File: src/rtl/fifo_burst_ctrl.sv
// Burst read controller: pulls BURST words from a registered-output FIFO and
// hands them downstream one at a time. Define BURST_TIMEOUT_EN to enable partial-burst flush.
module fifo_burst_ctrl #(
    parameter int WIDTH   = 8,
    parameter int DEPTH   = 8,
    parameter int BURST   = 4,
    parameter int TIMEOUT = 64
) (
    input  logic                       clk,
    input  logic                       rst,
    input  logic                       enable_i,
    input  logic                       fifo_wr_en_i,
    input  logic                       fifo_full_i,
    input  logic                       fifo_empty_i,
    output logic                       fifo_rd_en_o,
    input  logic [WIDTH-1:0]           fifo_read_data_i,
    output logic                       m_valid_o,
    input  logic                       m_ready_i,
    output logic [WIDTH-1:0]           m_data_o,
    output logic                       m_last_o,
    output logic [$clog2(DEPTH):0]     level_o,
    output logic                       busy_o
);

    localparam int LW = $clog2(DEPTH) + 1;
    localparam logic [LW-1:0] BURST_L = LW'(BURST);
    localparam logic [LW-1:0] MAX_L   = LW'(DEPTH - 1);
    // An out-of-range parameter set never starts a burst rather than misbehaving.
    localparam bit CFG_OK = (BURST >= 1) && (BURST < DEPTH) && (TIMEOUT >= 1);

    typedef enum logic [1:0] {IDLE, READ, CAPTURE, OUTPUT} state_e;

    state_e            state_q, state_d;
    logic [LW-1:0]     level_q, level_d;
    logic [LW-1:0]     rem_q, rem_d;
    logic [WIDTH-1:0]  data_q, data_d;
    logic              last_q, last_d;
    logic              rd_en;
    logic              inc, dec;
    logic              start_full;
    logic              start_part;

    assign rd_en      = (state_q == READ) && !fifo_empty_i;
    assign inc        = fifo_wr_en_i && !fifo_full_i;
    assign dec        = rd_en && !fifo_empty_i;
    assign start_full = CFG_OK && enable_i && (level_q >= BURST_L);

`ifdef BURST_TIMEOUT_EN
    localparam int TW = $clog2(TIMEOUT + 1);

    logic [TW-1:0] tmo_q, tmo_d;
    logic          tmo_cond;

    // Counts consecutive idle cycles holding a stranded partial burst; any gap restarts it.
    always_comb begin
        tmo_cond   = (state_q == IDLE) && enable_i && (level_q != '0) && (level_q < BURST_L);
        tmo_d      = '0;
        start_part = 1'b0;
        if (tmo_cond) begin
            if (tmo_q == TW'(TIMEOUT - 1)) begin
                start_part = CFG_OK;
            end else begin
                tmo_d = tmo_q + 1'b1;
            end
        end
    end

    always_ff @(posedge clk or posedge rst) begin
        if (rst) begin
            tmo_q <= '0;
        end else begin
            tmo_q <= tmo_d;
        end
    end
`else
    assign start_part = 1'b0;
`endif

    always_comb begin
        level_d = level_q;
        if (inc && !dec && (level_q < MAX_L)) begin
            level_d = level_q + 1'b1;
        end else if (dec && !inc && (level_q != '0)) begin
            level_d = level_q - 1'b1;
        end
    end

    always_comb begin
        state_d = state_q;
        rem_d   = rem_q;
        data_d  = data_q;
        last_d  = last_q;
        case (state_q)
            IDLE: begin
                if (start_full) begin
                    state_d = READ;
                    rem_d   = BURST_L;
                    last_d  = 1'b0;
                end else if (start_part) begin
                    state_d = READ;
                    rem_d   = level_q;
                    last_d  = 1'b0;
                end
            end
            READ: begin
                // An empty FIFO here is an upstream fault; wait it out.
                if (!fifo_empty_i) begin
                    state_d = CAPTURE;
                end
            end
            CAPTURE: begin
                data_d  = fifo_read_data_i;
                rem_d   = rem_q - 1'b1;
                last_d  = (rem_q == LW'(1));
                state_d = OUTPUT;
            end
            OUTPUT: begin
                if (m_ready_i) begin
                    state_d = (rem_q != '0) ? READ : IDLE;
                end
            end
            default: state_d = IDLE;
        endcase
    end

    always_ff @(posedge clk or posedge rst) begin
        if (rst) begin
            state_q <= IDLE;
            level_q <= '0;
            rem_q   <= '0;
            data_q  <= '0;
            last_q  <= 1'b0;
        end else begin
            state_q <= state_d;
            level_q <= level_d;
            rem_q   <= rem_d;
            data_q  <= data_d;
            last_q  <= last_d;
        end
    end

    assign fifo_rd_en_o = rd_en;
    assign m_valid_o    = (state_q == OUTPUT);
    assign m_data_o     = data_q;
    assign m_last_o     = last_q;
    assign level_o      = level_q;
    assign busy_o       = (state_q != IDLE);

endmodule

File: config.mk
export PLATFORM = sky130hd
export DESIGN_NAME = fifo_burst_ctrl
export DESIGN_NICKNAME = d
export VERILOG_FILES = /design/src/rtl/fifo_burst_ctrl.sv
export SDC_FILE = /design/constraint.sdc
export NUM_CORES = 1
export LEC_CHECK = 0
export BUFFER_PORTS_ARGS = -buffer_cell sky130_fd_sc_hd__clkbuf_2
export CAP_MARGIN = 20
export CORE_UTILIZATION = 39
export CTS_BUF_LIST = sky130_fd_sc_hd__clkbuf_2 sky130_fd_sc_hd__clkbuf_4 sky130_fd_sc_hd__clkbuf_8
export DETAILED_ROUTE_END_ITERATION = 16
export PLACE_DENSITY_LB_ADDON = 0.05
export SYNTH_ARGS = -nofsm -noshare
export SYNTH_HDL_FRONTEND = slang
export SYNTH_SLANG_ARGS = --single-unit
File: constraint.sdc
create_clock -name clk -period 2.3 [get_ports clk]
set_input_delay 0.46 -clock clk [delete_from_list [all_inputs] [get_ports clk]]
set_output_delay 0.46 -clock clk [all_outputs]
set_load 0.005 [all_outputs]
==> impl_results.html <==
<table>
<tr><th>Metric</th><th>Value</th></tr>
<tr><th colspan="2">Status</th></tr>
<tr><td>Status</td><td>complete, no violations</td></tr>
<tr><th colspan="2">Power and ir drop</th></tr>
<tr><td>Sw Share</td><td>39.4%</td></tr>
<tr><td>Proportion of power drawn by combinational gates</td><td>56.2%</td></tr>
<tr><td>Power per cell area</td><td>1290 mW/mm2</td></tr>
<tr><td>Total leakage power</td><td>0.000671 uW</td></tr>
<tr><td>Register share of total power</td><td>33.6%</td></tr>
<tr><td>Int Power</td><td>1070 uW</td></tr>
<tr><td>Net switching power figure</td><td>694 uW</td></tr>
<tr><td>Maximum vdd ir drop</td><td>768 uV</td></tr>
<tr><td>Clock Power Share</td><td>10.2%</td></tr>
<tr><th colspan="2">Clock network</th></tr>
<tr><td>Clk Tree Root Cell</td><td>sky130_fd_sc_hd__clkbuf_4</td></tr>
<tr><td>Clock buffer depth</td><td>2</td></tr>
<tr><td>Number of instances resized during post-cts repair</td><td>0</td></tr>
<tr><td>Total of hold buffers inserted after clock tree synthesis</td><td>0</td></tr>
<tr><td>Clock Sinks</td><td>19</td></tr>
<tr><td>Post-CTS setup buffer count</td><td>0</td></tr>
<tr><td>Number of H-tree levels</td><td>1</td></tr>
<tr><td>TritonCTS clock tree</td><td>yes</td></tr>
<tr><td>Number of buffers inserted during clock tree synthesis</td><td>3</td></tr>
<tr><td>Source-to-sink clock delay at the later pin of the worst-skew pair</td><td>300 ps</td></tr>
<tr><td>Clock input transition at the sequential cells of the worst setup and hold paths</td><td>110 ps</td></tr>
<tr><th colspan="2">GRT</th></tr>
<tr><td>Aggregate global routing overflow</td><td>0</td></tr>
<tr><td>Initial antenna violation count</td><td>0</td></tr>
<tr><td>Global-route usage over all layers</td><td>15.7%</td></tr>
<tr><td>Number of global-route vias before repair</td><td>735</td></tr>
<tr><td>Maximum number of pins on one net before global-route repair</td><td>20</td></tr>
<tr><td>Wire length of the first global-routing pass</td><td>3.17 mm</td></tr>
<tr><th colspan="2">Critical path</th></tr>
<tr><td>Sort of element at the end of the critical path</td><td>flip-flop</td></tr>
<tr><td>Max stage delay on crit path</td><td>420 ps</td></tr>
<tr><td>Worst endpoint data arrival time</td><td>2400 ps</td></tr>
<tr><td>Cell-by-cell listing of the critical path</td><td>ha_2 -&gt; nand2b_4 -&gt; nand3_2 -&gt; or2_4 -&gt; ha_1 -&gt; a21o_1 -&gt; a2111oi_4 -&gt; mux2i_1 -&gt; o21ai_1</td></tr>
<tr><td>Category of the most critical setup path</td><td>reg -&gt; reg</td></tr>
<tr><td>Count of buffer and inverter cells on the critical path</td><td>0</td></tr>
<tr><td>Family with the most delay on the worst path</td><td>compound AO/OA/AOI/OAI gates</td></tr>
<tr><td>Worst setup SP type</td><td>flip-flop</td></tr>
<tr><td>CP max-delay cell</td><td>sky130_fd_sc_hd__dfrtp_1</td></tr>
<tr><td>CP Data Required Time</td><td>2500 ps</td></tr>
<tr><td>Crit Path Max Fanout</td><td>3</td></tr>
<tr><th colspan="2">Yosys</th></tr>
<tr><td>Main flop type after synthesis</td><td>sky130_fd_sc_hd__dfrtp_1</td></tr>
<tr><td>Library cells used by synthesis</td><td>31</td></tr>
<tr><td>Syn nets</td><td>118</td></tr>
<tr><td>Synth area leaders</td><td>sky130_fd_sc_hd__dfrtp_1 (45%), sky130_fd_sc_hd__ha_1 (11%), sky130_fd_sc_hd__mux2_1 (11%)</td></tr>
<tr><td>Number of cells produced by synthesis</td><td>93</td></tr>
<tr><td>Post-synth ARST share</td><td>100%</td></tr>
<tr><td>Synth area leader</td><td>sky130_fd_sc_hd__dfrtp_1</td></tr>
<tr><td>Syn avg cell area</td><td>11.2 um2</td></tr>
<tr><td>Library cell with the highest instance count after synthesis</td><td>sky130_fd_sc_hd__dfrtp_1</td></tr>
<tr><td>Number of storage elements in the synthesis netlist</td><td>19</td></tr>
<tr><td>Share of the yosys chip area belonging to registers</td><td>45.5%</td></tr>
<tr><td>Post-synthesis instance area</td><td>0.00105 mm2</td></tr>
<tr><td>Syn. warnings</td><td>0</td></tr>
<tr><td>List of most frequent post-synthesis cells</td><td>sky130_fd_sc_hd__dfrtp_1 (19), sky130_fd_sc_hd__mux2_1 (10), sky130_fd_sc_hd__ha_1 (9), sky130_fd_sc_hd__inv_1 (8), sky130_fd_sc_hd__nand2_1 (8)</td></tr>
<tr><td>Number of enable-type register cells in the synthesized netlist</td><td>0</td></tr>
<tr><td>Share of Yosys cell area claimed by the top area cell type</td><td>45.5%</td></tr>
<tr><th colspan="2">Drt</th></tr>
<tr><td>Routed via count</td><td>807</td></tr>
<tr><td>Total Wirelength</td><td>2.00 mm</td></tr>
<tr><td>Via density per instance</td><td>4.89</td></tr>
<tr><td>Detailed-route DRC error count</td><td>0</td></tr>
<tr><td>DR iter-0 viols</td><td>6</td></tr>
<tr><td>DR WL/cell</td><td>12.1 um</td></tr>
<tr><td>Residual antenna-violating net count after detailed routing</td><td>0</td></tr>
<tr><td>Detailed Routing Iterations Pass 1</td><td>4</td></tr>
<tr><th colspan="2">Layout</th></tr>
<tr><td>Total Nets Final</td><td>161</td></tr>
<tr><td>Antenna cell count</td><td>0</td></tr>
<tr><td>Number of fill cells in the layout</td><td>226</td></tr>
<tr><td>Layout Area Growth over Synthesis</td><td>30.0%</td></tr>
<tr><td>Fraction of layout cells with a size suffix above 1</td><td>39.3%</td></tr>
<tr><td>Final Core Density</td><td>54.4%</td></tr>
<tr><td>Multi-input gate area in the final layout</td><td>569 um2</td></tr>
<tr><td>Cell area after layout</td><td>0.00136 mm2</td></tr>
<tr><td>Sequential standard cell area</td><td>475 um2</td></tr>
<tr><th colspan="2">Die</th></tr>
<tr><td>Starting density of the core</td><td>41.8%</td></tr>
<tr><td>Number of rows created at floorplan</td><td>18</td></tr>
<tr><td>Core area</td><td>0.00250 mm2</td></tr>
<tr><td>Die ar.</td><td>0.00289 mm2</td></tr>
<tr><td>Width of the die</td><td>53.8 um</td></tr>
<tr><td>IO Count</td><td>31</td></tr>
<tr><td>DIE HEIGHT</td><td>53.8 um</td></tr>
<tr><th colspan="2">STA</th></tr>
<tr><td>Worst-margin pin slew</td><td>741 ps</td></tr>
<tr><td>Number of hold violations in the final report</td><td>0</td></tr>
<tr><td>Share of the clock period used by the worst path</td><td>95.9%</td></tr>
<tr><td>Min cycle time layout</td><td>2210 ps</td></tr>
<tr><td>Max-slew violation count</td><td>0</td></tr>
<tr><td>Setup repair after global routing missed its margin</td><td>false</td></tr>
<tr><td>Worst clock skew</td><td>9.43 ps</td></tr>
<tr><td>Endpoints failing setup</td><td>0</td></tr>
<tr><td>Worst slew margin relative to its limit</td><td>50.6%</td></tr>
<tr><td>Setup TNS</td><td>0 ps</td></tr>
<tr><td>Maximum operating frequency</td><td>453 MHz</td></tr>
<tr><th colspan="2">Place</th></tr>
<tr><td>Placement Cell Area</td><td>0.00133 mm2</td></tr>
<tr><td>Estimated wirelength of the detail-placed design</td><td>1.55 mm</td></tr>
<tr><td>Final weighted congestion in routability-driven placement</td><td>0.726</td></tr>
<tr><td>Port Buf Inserts</td><td>30</td></tr>
<tr><th colspan="2">Run</th></tr>
<tr><td>Max capacitance violation total</td><td>0</td></tr>
<tr><th colspan="2">Min path</th></tr>
<tr><td>Tightest Hold Check Type</td><td>in -&gt; async</td></tr>
</table>
==> worst register-to-register path: stages (launching register included) <==
cell and delay [ps]:
sky130_fd_sc_hd__dfrtp_1 420, sky130_fd_sc_hd__ha_2 220, sky130_fd_sc_hd__nand2b_4 70, sky130_fd_sc_hd__nand3_2 60
sky130_fd_sc_hd__or2_4 270, sky130_fd_sc_hd__ha_1 270, sky130_fd_sc_hd__a21o_1 210, sky130_fd_sc_hd__a2111oi_4 310
sky130_fd_sc_hd__mux2i_1 210, sky130_fd_sc_hd__o21ai_1 70
==> through the flow <==
step           hold slack, ps  cells  total power [uW]  setup slack (ps)
2_1_floorplan             411     93              1230              12.8
3_3_place_gp              467    161              1560              75.6
3_5_place_dp              475    161              1600              31.8
4_1_cts                   263    165              1790              34.9
5_1_grt                   313    165              1950              18.2
6_report                  252    165              1760              94.1
==> layer usage <==
metal  track usage [%]  share of wire, %  wire [um]  vias up
li1                  -                 -          -      412
met1              19.5                47        940      376
met2              26.1                48        962       17
met3              2.54               3.9         77        2
met4              7.89              0.75         15        0
met5                 0                 0          0        -
==> registers in the layout, summed over array words and instances (netlist names) <==
signal / cells
level_o: 4
rem_q: 4
m_data_o: 8
state_q: 2
m_last_o: 1
==> cell type report <==
class                           count  area share (%)
Clock buffer                        4            2.21
Inverter                            8            2.21
Multi-Input combinational cell     65            41.9
Sequential cell                    19            35.0
Tap cell                           30            2.76
Timing Repair Buffer               39            16.0
==> final timing paths <==
kind,slack (ps),end,startpoint,cells past startpoint
max,90,level_o[3],state_q[0],9
min,250,m_data_o[1],rst,2
max reg2reg,90,level_o[3],state_q[0],9
min reg2reg,490,m_last_o,m_last_o,2
max in group asynchronous,1580,rem_q[3],rst,2
min in group clk,380,m_data_o[3],fifo_read_data_i[3],2
==> layout by cell type (no fill, tap or decap), types with 2 or more instances in the layout <==
| cell type | instances |
|---|---|
| sky130_fd_sc_hd__mux2_1 | 10 |
| sky130_fd_sc_hd__a21oi_1 | 4 |
| sky130_fd_sc_hd__clkbuf_4 | 4 |
| sky130_fd_sc_hd__clkbuf_2 | 30 |
| sky130_fd_sc_hd__nor2_1 | 3 |
| sky130_fd_sc_hd__nand2_1 | 8 |
| sky130_fd_sc_hd__o21ai_0 | 3 |
| sky130_fd_sc_hd__ha_1 | 8 |
| sky130_fd_sc_hd__dfrtp_1 | 19 |
| sky130_fd_sc_hd__a21o_1 | 2 |
| sky130_fd_sc_hd__inv_1 | 8 |
| sky130_fd_sc_hd__o21ai_1 | 3 |
| sky130_fd_sc_hd__buf_4 | 9 |
| sky130_fd_sc_hd__xor2_1 | 2 |
==> power groups by stage <==
| stage | logic [uW] | registers, uW | clock network (uW) |
|---|---|---|---|
| 2_1_floorplan | 592 | 639 | 0 |
| 3_3_place_gp | 971 | 594 | 0 |
| 3_5_place_dp | 1000 | 601 | 0 |
| 4_1_cts | 1000 | 593 | 199 |
| 5_1_grt | 1120 | 616 | 211 |
| 6_report | 989 | 591 | 180 |
==> cells by family after synthesis <==
group / after synthesis / synth area share, %
compound gates: 21 / 14.8
mux: 11 / 11.7
flops: 19 / 45.5
buf+inv: 9 / 3.23
fa+ha+maj: 10 / 12.7
xor+xnor: 2 / 1.67
simple gates: 21 / 10.4
Note: power is estimated with default switching activity, not from simulation.
